File: config.mk
export PLATFORM = sky130hd
export DESIGN_NAME = uart_transmitter
export DESIGN_NICKNAME = d
export VERILOG_FILES = /design/src/rtl/uart_pkg.sv /design/src/rtl/uart_tx_fifo.sv /design/src/rtl/uart_transmitter.sv
export SDC_FILE = /design/constraint.sdc
export NUM_CORES = 1
export LEC_CHECK = 0
export CAP_MARGIN = 15
export CORE_MARGIN = 10
export CORE_UTILIZATION = 40
export CTS_BUF_LIST = sky130_fd_sc_hd__clkbuf_4
export DETAILED_ROUTE_END_ITERATION = 8
export DONT_BUFFER_PORTS = 1
export PLACE_DENSITY = 0.65
export SLEW_MARGIN = 25
export SYNTH_ARGS = -nofsm -noshare
export SYNTH_HDL_FRONTEND = slang
export SYNTH_HIERARCHICAL = 1
export SYNTH_SLANG_ARGS = --single-unit
File: constraint.sdc
create_clock -name tx_clk -period 2.65 [get_ports tx_clk]
set_input_delay 0.1325 -clock tx_clk [delete_from_list [all_inputs] [get_ports tx_clk]]
set_output_delay 0.1325 -clock tx_clk [all_outputs]
set_load 0.03 [all_outputs]
File: src/rtl/uart_pkg.sv
// uart_pkg
// Shared definitions for the UART transmitter and its matching receiver.
// Frame layout, in line order: start (0), even parity, data[6:0] MSB first,
// stop (1). The line idles high.
// Contents:
//   FRAME_BITS, DATA_BITS       frame geometry
//   START_BIT, STOP_BIT,        line levels for the framing bits and idle
//   IDLE_LEVEL
//   tx_state_t                  transmitter FSM states
//   even_parity()               parity bit that makes the 8-bit group XOR to 0
package uart_pkg;

    localparam int   FRAME_BITS = 10;
    localparam int   DATA_BITS  = 7;
    localparam logic START_BIT  = 1'b0;
    localparam logic STOP_BIT   = 1'b1;
    localparam logic IDLE_LEVEL = 1'b1;

    typedef enum logic [2:0] {
        IDLE   = 3'd0,
        START  = 3'd1,
        PARITY = 3'd2,
        DATA   = 3'd3,
        STOP   = 3'd4
    } tx_state_t;

    // Parity bit chosen so that parity ^ data has even weight.
    function automatic logic even_parity(input logic [DATA_BITS-1:0] d);
        return ^d;
    endfunction

endpackage

File: src/rtl/uart_tx_fifo.sv
// uart_tx_fifo
// Character buffer in front of the UART serialiser.
// Ports:
//   clk        rising-edge clock
//   rst_n      synchronous active-low reset; flushes the buffer, clears overflow
//   push       enqueue strobe; accepted only when full is low at that edge
//   push_data  character to enqueue
//   pop        dequeue strobe; ignored while empty
//   pop_data   head entry (valid whenever empty is low)
//   full       DEPTH entries held
//   empty      no entries held
//   count      current occupancy, 0..DEPTH
//   overflow   sticky: a push arrived while full
// Handshake: push and pop have no back-pressure. A push while full is
// dropped and flagged; a pop while empty is ignored. Both flags come from
// the registered count, so a push at full is rejected even if a pop happens
// on the same edge.
module uart_tx_fifo
    import uart_pkg::*;
#(
    parameter int DEPTH = 4,
    parameter int CW    = $clog2(DEPTH + 1)
) (
    input  logic                 clk,
    input  logic                 rst_n,
    input  logic                 push,
    input  logic [DATA_BITS-1:0] push_data,
    input  logic                 pop,
    output logic [DATA_BITS-1:0] pop_data,
    output logic                 full,
    output logic                 empty,
    output logic [CW-1:0]        count,
    output logic                 overflow
);

    localparam int PW = $clog2(DEPTH);

    logic [DATA_BITS-1:0] mem_q [DEPTH];
    logic [PW-1:0]        wr_ptr_q, wr_ptr_d;
    logic [PW-1:0]        rd_ptr_q, rd_ptr_d;
    logic [CW-1:0]        count_q,  count_d;
    logic                 overflow_q, overflow_d;
    logic                 push_ok;
    logic                 pop_ok;

    always_comb begin
        full     = (count_q == CW'(DEPTH));
        empty    = (count_q == '0);
        push_ok  = push && !full;
        pop_ok   = pop && !empty;
        pop_data = mem_q[rd_ptr_q];

        // DEPTH is a power of two, so pointer overflow is the modulo wrap.
        wr_ptr_d = push_ok ? wr_ptr_q + PW'(1) : wr_ptr_q;
        rd_ptr_d = pop_ok  ? rd_ptr_q + PW'(1) : rd_ptr_q;

        count_d = count_q;
        case ({push_ok, pop_ok})
            2'b10:   count_d = count_q + CW'(1);
            2'b01:   count_d = count_q - CW'(1);
            default: count_d = count_q;
        endcase

        overflow_d = overflow_q || (push && full);
    end

    always_ff @(posedge clk) begin
        if (!rst_n) begin
            wr_ptr_q   <= '0;
            rd_ptr_q   <= '0;
            count_q    <= '0;
            overflow_q <= 1'b0;
        end else begin
            wr_ptr_q   <= wr_ptr_d;
            rd_ptr_q   <= rd_ptr_d;
            count_q    <= count_d;
            overflow_q <= overflow_d;
        end
    end

    // Storage needs no reset: flushing the pointers makes stale entries invisible.
    always_ff @(posedge clk) begin
        if (push_ok) begin
            mem_q[wr_ptr_q] <= push_data;
        end
    end

    assign count    = count_q;
    assign overflow = overflow_q;

endmodule

File: src/rtl/uart_transmitter.sv
// uart_transmitter
// Buffers 7-bit characters and serialises them onto tx as
// start, even parity, data[6:0] MSB first, stop. The line advances one bit
// per tx_en strobe.
// Ports:
//   tx_clk    rising-edge clock
//   resetN    synchronous active-low reset; abandons any frame, flushes FIFO
//   data_in   character to enqueue
//   wr_en     enqueue strobe (dropped and flagged in overflow when full)
//   tx_en     bit-period strobe; the serialiser only moves when it is high
//   tx        registered serial line, idles high
//   busy      high from the start bit through the stop bit of each frame
//   full      FIFO holds DEPTH entries
//   empty     FIFO holds no entries
//   count     FIFO occupancy
//   overflow  sticky write-while-full flag, cleared only by reset
module uart_transmitter
    import uart_pkg::*;
#(
    parameter int DEPTH = 4,
    parameter int CW    = $clog2(DEPTH + 1)
) (
    input  logic                 tx_clk,
    input  logic                 resetN,
    input  logic [DATA_BITS-1:0] data_in,
    input  logic                 wr_en,
    input  logic                 tx_en,
    output logic                 tx,
    output logic                 busy,
    output logic                 full,
    output logic                 empty,
    output logic [CW-1:0]        count,
    output logic                 overflow
);

    tx_state_t            state_q, state_d;
    logic [DATA_BITS-1:0] shreg_q, shreg_d;
    logic [2:0]           idx_q,   idx_d;
    logic                 tx_q,    tx_d;
    logic                 busy_q,  busy_d;
    logic                 pop;
    logic [DATA_BITS-1:0] fifo_data;

    uart_tx_fifo #(
        .DEPTH (DEPTH),
        .CW    (CW)
    ) u_fifo (
        .clk       (tx_clk),
        .rst_n     (resetN),
        .push      (wr_en),
        .push_data (data_in),
        .pop       (pop),
        .pop_data  (fifo_data),
        .full      (full),
        .empty     (empty),
        .count     (count),
        .overflow  (overflow)
    );

    // tx_q always holds the bit currently on the line; state_q names which
    // frame bit that is. Each tx_en edge loads the next bit.
    always_comb begin
        state_d = state_q;
        shreg_d = shreg_q;
        idx_d   = idx_q;
        tx_d    = tx_q;
        busy_d  = busy_q;
        pop     = 1'b0;

        if (tx_en) begin
            case (state_q)
                // STOP ends like IDLE so queued frames follow with no gap.
                // The character is captured here, so later FIFO traffic
                // cannot disturb the frame on the line.
                IDLE, STOP: begin
                    if (!empty) begin
                        pop     = 1'b1;
                        shreg_d = fifo_data;
                        tx_d    = START_BIT;
                        busy_d  = 1'b1;
                        state_d = START;
                    end else begin
                        tx_d    = IDLE_LEVEL;
                        busy_d  = 1'b0;
                        state_d = IDLE;
                    end
                end
                START: begin
                    tx_d    = even_parity(shreg_q);
                    state_d = PARITY;
                end
                PARITY: begin
                    tx_d    = shreg_q[DATA_BITS-1];
                    idx_d   = 3'(DATA_BITS - 1);
                    state_d = DATA;
                end
                DATA: begin
                    // idx_q is the data bit now on the line; 0 means d[0]
                    // has had its full period.
                    if (idx_q == 3'd0) begin
                        tx_d    = STOP_BIT;
                        state_d = STOP;
                    end else begin
                        tx_d  = shreg_q[idx_q - 3'd1];
                        idx_d = idx_q - 3'd1;
                    end
                end
                default: begin
                    tx_d    = IDLE_LEVEL;
                    busy_d  = 1'b0;
                    state_d = IDLE;
                end
            endcase
        end
    end

    always_ff @(posedge tx_clk) begin
        if (!resetN) begin
            state_q <= IDLE;
            shreg_q <= '0;
            idx_q   <= '0;
            tx_q    <= IDLE_LEVEL;
            busy_q  <= 1'b0;
        end else begin
            state_q <= state_d;
            shreg_q <= shreg_d;
            idx_q   <= idx_d;
            tx_q    <= tx_d;
            busy_q  <= busy_d;
        end
    end

    assign tx   = tx_q;
    assign busy = busy_q;

endmodule
==> results of run 1 <==
worst max-delay path: stages, from the launching register on:
cell and delay [ns]:
dfxtp_1 0.40, nor3_2 0.26, nand2_1 0.10, clkinv_1 0.06
nor2b_1 0.20, ha_1 0.21, inv_1 0.06, fa_1 0.37
xor2_1 0.15, or3_1 0.31, a21boi_1 0.15
stage by stage:
stage / hold slack (ns) / utilization, % / total power, uW / cells
2_1_floorplan: 0.231 / - / 1290 / 189
3_3_place_gp: 0.231 / 44.2 / 1380 / 264
3_5_place_dp: 0.231 / 44.2 / 1390 / 264
4_1_cts: 0.0227 / 47.3 / 1800 / 283
5_1_grt: 0.0220 / 47.4 / 1890 / 283
6_report: 0.0398 / 47.4 / 1780 / 283
layout make-up:
type,count,area [um^2],area share (%)
repair buffers,20,178,6.69
clock inverters,3,28.8,1.08
clock buffers,5,37.5,1.41
flip-flops and latches,53,1350,50.6
multi-input cells,118,933,35.1
well taps,72,90.1,3.39
inverters,12,45.0,1.69
layout by cell type (no fill, tap or decap), types with 2 or more instances in the layout:
| cell type | synthesis | final |
|---|---|---|
| a21oi_1 | 14 | 14 |
| o21ai_0 | 7 | 7 |
| and2_1 | 8 | 8 |
| nand3b_1 | 2 | 2 |
| dfxtp_1 | 25 | 22 |
| dfxtp_2 | 0 | 3 |
| nor2b_1 | 5 | 5 |
| xnor3_1 | 2 | 2 |
| clkbuf_4 | 0 | 5 |
| a21boi_1 | 2 | 2 |
| dlygate4sd3_1 | 0 | 11 |
| edfxtp_1 | 28 | 28 |
| or3_1 | 4 | 4 |
| buf_4 | 0 | 9 |
| nand2_1 | 27 | 27 |
| ha_1 | 7 | 7 |
| xnor2_1 | 3 | 3 |
| clkinv_1 | 2 | 2 |
| nor2_1 | 3 | 3 |
| nand3_1 | 2 | 2 |
| o221a_2 | 2 | 2 |
| o22ai_1 | 2 | 2 |
| inv_1 | 10 | 10 |
| mux2i_1 | 3 | 3 |
| mux4_2 | 8 | 8 |
final timing paths:
kind,to,cells past startpoint
min reg2reg,shreg_q[1]$_SDFFE_PN0P_,2
min,idx_q[0]$_SDFFE_PN0P_,3
max,u_fifo/count[2]$_SDFFE_PN0P_,10
max reg2reg,u_fifo/count[2]$_SDFFE_PN0P_,10
power by group through the flow:
stage | logic, uW | registers, uW | clock network [uW]
after floorplan | 265 | 1020 | 0
after global placement | 370 | 1010 | 0
after detailed placement | 370 | 1020 | 0
after CTS | 396 | 998 | 406
after global routing | 440 | 1010 | 439
final | 393 | 996 | 386
cell families (layout without fill, tap and decap cells):
logic type,count (synthesis),count (layout),share of synthesized area [%]
AND/OR/NAND/NOR,61,61,13.9
multiplexers,11,11,8.98
adder cells (fa/ha/maj),8,8,4.60
XOR/XNOR,6,6,3.42
AO/OA/AOI/OAI,32,32,8.50
flip-flops,53,53,57.3
buffers and inverters,18,40,3.26
state kept, by name, indices dropped and copies added, names as in the netlist, named ones only:
register and cells:
tx 1, u_fifo/overflow 1, shreg_q 7, u_fifo/rd_ptr_q 2, idx_q 3, u_fifo/count 3, u_fifo/wr_ptr_q 2, state_q 3
u_fifo/mem_q 28, busy 1
routing by layer:
| metal | track usage (%) | vias up | routed length, um |
|---|---|---|---|
| met2 | 16.3 | 23 | 2020 |
| met4 | 2.18 | 0 | 10 |
| met1 | 11.6 | 699 | 1900 |
| met5 | 0 | - | 0 |
| met3 | 3.01 | 2 | 189 |
| li1 | - | 720 | - |
what timing repair did:
item                                    CTS  global route
endpoints found under the setup margin    0             1
gates resized for setup                   0             1
hold buffers                             11             0
endpoints found under the hold margin    50             0
==> key figures, run 1 <==
GRT
  – GR Util All Layers: 9.58%
  – First-pass GRT wire length: 7040 um
  – Vias in the first global route: 1431
  – Largest net degree at the start of global routing: 20
  – Initial antenna violation count: 0
  – GRT overflow: 0

Floorplan
  – Num ports: 19
  – Die width: 96.5 um
  – Placeable Area: 0.00561 mm^2
  – Row Count: 27
  – Die Ht: 96.5 um
  – Die area: 0.00931 mm^2
  – Initial Util: 41.7%

Power
  – Gate power share: 22.1%
  – Pleak: 0.000908 uW
  – Switching part of the total: 30.3%
  – NetSw: 538 uW
  – Seq pwr share: 56.1%
  – Pint: 1240 uW
  – Power Density: 668 mW/mm^2
  – Worst VDD drop: 0.000267 V
  – Clock Power Share: 21.8%

Final layout
  – Final instance area: 0.00266 mm^2
  – Ant diodes: 0
  – Fillers: 525
  – # nets final: 229
  – Area grow syn2layout: 13.6%
  – Share of post-route cells with drive strength above 1: 16.1%

Yosys
  – Post-synth cell types: 41
  – Top cells by count, synth: edfxtp_1, nand2_1, dfxtp_1, a21oi_1, inv_1
  – Synth Warn #: 6
  – Avg Cell Area, Syn: 12.4 um^2
  – Syn Inst Count: 189
  – Number of flops mapped to enable cells by yosys: 28
  – Post-synth top area cell: edfxtp_1
  – Synth Cell Area: 0.00234 mm^2
  – Syn Nets: 208
  – Synthesis-stage register bit count: 53
  – Post-synth top area share: 35.9%
  – Most frequent cell after synthesis: edfxtp_1
  – Ys async rst share: 0%
  – Dominant synthesized flop cell: edfxtp_1
  – Top cells by area, synth: edfxtp_1, dfxtp_1, mux4_2
  – Seq/Total Area, Yosys: 57.3%

Run
  – Max_cap viols: 0

Setup path
  – Kind of critical path: reg -> reg
  – CP Max Fanout: 6
  – Worst path arrival time: 2.65 ns
  – RR Startpoint: state_q[1]$_SDFFE_PN0P_
  – Critical path capture point type: register
  – CP Launch Type: register
  – R2r setup slk: 0.31 ns
  – Crit path launch: state_q[1]$_SDFFE_PN0P_
  – Worst EP required: 2.96 ns

Min path
  – Hold Startpoint: tx_en
  – Worst Hold Class: in -> reg

Timing
  – Setup WS post-layout: 0.314 ns
  – Setup Skew: 0.0173 ns
  – Final Cycle Share: 88.2%
  – RSZ-0062 raised after global routing: no
  – Crit path time final: 2.34 ns
  – Setup TNS: 0 ns
  – Slew Limit Fails: 0
  – Final Hold Vio Count: 0
  – Final setup viols: 0
  – Slew HR: 58.6%
  – Actual slew at the worst max-slew pin: 0.619 ns
  – Fmax: 428 MHz

Run status
  – Status: finished, final reports clean

Detailed routing
  – DR pass1 iterations: 4
  – DRC: 0
  – Post-DR wirelength/cell: 14.6 um
  – Drt via density: 5.10
  – Drt total wl: 4130 um
  – Via count: 1444
  – DRT antenna net count: 0
  – Initial DRC count: 50

Clock network
  – Htree depth: 2
  – Cts bufs inserted: 5
  – CTS Buffer Depth: 2
  – TritonCTS clock tree: done
  – Clock Pin Slew Worst Setup and Hold Paths: 0.17 ns
  – Clock sink count: 53
  – Clk root buf: clkbuf_4
  – Worst skew pair latency: 0.37 ns
  – Post-CTS Setup Bufs: 0

Place
  – Hpwl dp: 2930 um
  – Pre-CTS WS: 0.258 ns
  – Placed cell areas: 0.00248 mm^2
  – GPL Wtd Cong: 0.821
  – # port buffers: 0
Note: power is estimated with default switching activity, not from simulation.
==> inputs of run 2 (changes only) <==
- PLACE_DENSITY: 0.65 -> default
- SKIP_CTS_REPAIR_TIMING: default -> 1
==> run 2 against run 1 <==
Wire length is 4.9% higher. Power fell by 1.2%. Setup slack worse by 0.092 ns. Critical path type unchanged. Critical path depth unchanged. Core utilization shrank 0.16 points. Sequential power hardly changed. Clock power down 5.7%.
==> key figures, run 2 (synthesis results as in run 1) <==
Power
  – NetSw: 526 uW (-2.3%)
  – Gate power share: 22.5% (+0.4 points)
  – Switching part of the total: 30.0% (-0.34 points)
  – Seq pwr share: 56.8% (+0.7 points)
  – Power Density: 663 mW/mm^2 (-0.83%)
  – Clock Power Share: 20.7% (-1.1 points)
  – Pleak: 0.000900 uW (-0.95%)
  – Worst VDD drop: 0.000366 V (+37%)
  – Pint: 1230 uW (-0.67%)

Final layout
  – Top reg by flops: u_fifo/mem_q
  – Final instance area: 0.00265 mm^2 (-0.33%)
  – Area grow syn2layout: 13.2%
  – Share of post-route cells with drive strength above 1: 15.6% (-0.47 points)
  – # nets final: 229 (unchanged)
  – Commonest non-fill, non-tap cell in the layout: edfxtp_1
  – Largest regs: u_fifo/mem_q: 28 flops, shreg_q: 7 flops
  – Ant diodes: 0 (unchanged)
  – Max reg flops: 28 (unchanged)
  – Most frequent cells in the layout: edfxtp_1, nand2_1, dfxtp_1, a21oi_1, dlygate4sd3_1

Timing
  – Fmax: 412 MHz (-3.8%)
  – Slew HR: 61.8% (+3.2 points)
  – Final Cycle Share: 91.6% (+3.5 points)
  – Setup Skew: 0.0192 ns (+0.00184 ns)
  – Final Hold Vio Count: 0 (unchanged)
  – Final setup viols: 0 (unchanged)
  – Setup TNS: 0 ns (unchanged)
  – Slew Limit Fails: 0 (unchanged)
  – Crit path time final: 2.43 ns (+0.0921 ns)
  – Actual slew at the worst max-slew pin: 0.571 ns (-0.0474 ns)
  – RSZ-0062 raised after global routing: no

GRT
  – GRT overflow: 0 (unchanged)
  – Largest net degree at the start of global routing: 19 (-5.0%)
  – Initial antenna violation count: 0 (unchanged)
  – Vias in the first global route: 1464 (+2.3%)
  – First-pass GRT wire length: 7280 um (+3.4%)
  – GR Util All Layers: 9.92% (+0.33 points)

Floorplan
  – Row Count: 27 (unchanged)
  – Die Ht: 96.5 um (unchanged)
  – Placeable Area: 0.00561 mm^2 (unchanged)
  – Die area: 0.00931 mm^2 (unchanged)
  – Die width: 96.5 um (unchanged)
  – Initial Util: 41.7% (unchanged)
  – Num ports: 19 (unchanged)

Setup path
  – Crit path cell chain: nor3_1 -> nand2_1 -> clkinv_1 -> nor2b_1 -> ha_1 -> inv_1 -> fa_1 -> xor2_1 -> or3_1 -> a21boi_1
  – Worst EP required: 2.95 ns (about the same)
  – Worst path arrival time: 2.73 ns (+0.08 ns)
  – RR Startpoint: state_q[1]$_SDFFE_PN0P_
  – CP Max Fanout: 6 (unchanged)
  – Slowest stage cell on the critical path: dfxtp_1
  – Crit path capture: u_fifo/count[2]$_SDFFE_PN0P_
  – CP Launch Type: register
  – R2r setup slk: 0.22 ns (-0.09 ns)
  – CP Buf/Inv Count: 2 (unchanged)
  – Worst R2R End: u_fifo/count[2]$_SDFFE_PN0P_
  – Family with the most delay on the worst path: simple AND/OR/NAND/NOR gates
  – Critical path capture point type: register
  – Worst-case reg-to-reg path depth: 10 (unchanged)
  – Crit path launch: state_q[1]$_SDFFE_PN0P_
  – Max incr delay on CP: 0.38 ns (-0.02 ns)
  – CP Depth: 10 (unchanged)
  – Kind of critical path: reg -> reg

Clock network
  – CTS Buffer Depth: 2 (unchanged)
  – Cts bufs inserted: 5 (unchanged)
  – Clk root buf: clkbuf_4
  – TritonCTS clock tree: done
  – Clock sink count: 53 (unchanged)
  – Worst skew pair latency: 0.37 ns (about the same)
  – Htree depth: 2 (unchanged)
  – Clock Pin Slew Worst Setup and Hold Paths: 0.15 ns (-0.02 ns)

Detailed routing
  – Drt via density: 5.12 (+0.28%)
  – Via count: 1448 (+0.28%)
  – Drt total wl: 4330 um (+4.9%)
  – DRC: 0 (unchanged)
  – DR pass1 iterations: 4 (unchanged)
  – Post-DR wirelength/cell: 15.3 um (+4.9%)
  – Initial DRC count: 42 (-16%)
  – DRT antenna net count: 0 (unchanged)

Run
  – Max_cap viols: 0 (unchanged)

Place
  – Hpwl dp: 3210 um (+9.7%)
  – # port buffers: 0 (unchanged)
  – Placed cell areas: 0.00248 mm^2 (unchanged)
  – GPL Wtd Cong: 0.846 (+2.9%)

Min path
  – Worst Hold Class: in -> reg

Run status
  – Status: finished, final reports clean
==> run 2: layout make-up <==
class / instances / area, um^2
Clock buffer: 5 / 37.5
Clock inverter: 3 / 25.0
Fill cell: 539 / 2960
Inverter: 12 / 45.0
Multi-Input combinational cell: 118 / 928
Sequential cell: 53 / 1350
Tap cell: 72 / 90.1
Timing Repair Buffer: 20 / 178
==> run 2: power groups by stage <==
stage                     combinational, uW  clock, uW  sequential, uW
final                                   395        364             996
after global routing                    438        419            1010
after CTS                               377        379             999
after detailed placement                373          0            1020
after global placement                  364          0            1010
after floorplan                         265          0            1020
==> run 2: worst min path at each step <==
stage               start                           end  slack [ns]  depth (start not counted)
2_1_floorplan  data_in[0]  u_fifo/mem_q[0][0]$_DFFE_PP_        0.23                          0
3_3_place_gp        tx_en       state_q[0]$_SDFFE_PN0P_        0.23                          1
3_5_place_dp        tx_en       state_q[0]$_SDFFE_PN0P_        0.23                          1
4_1_cts             tx_en       state_q[0]$_SDFFE_PN0P_       -0.18                          1
5_1_grt             tx_en       state_q[2]$_SDFFE_PN0P_        0.02                          3
6_report            tx_en               tx$_SDFFE_PN1P_       0.009                          2
==> run 2: through the flow <==
stage | worst slack, ns | utilization (%) | hold WS (ns) | total power, uW | instances
global route | 0.0364 | 47.2 | 0.0161 | 1870 | 283
floorplan | 0.00727 | - | 0.231 | 1290 | 189
finish | 0.222 | 47.2 | 0.00915 | 1750 | 283
detailed placement | 0.268 | 44.2 | 0.231 | 1390 | 264
CTS | 0.228 | 45.3 | -0.178 | 1760 | 272
global placement | 0.362 | 44.2 | 0.228 | 1380 | 264
==> run 2: routing by layer <==
layer  global-route usage, %  routed length, um
met5                       0                  0
met4                    2.78                 31
met3                    4.01                253
met2                    17.0               2170
met1                    11.2               1870
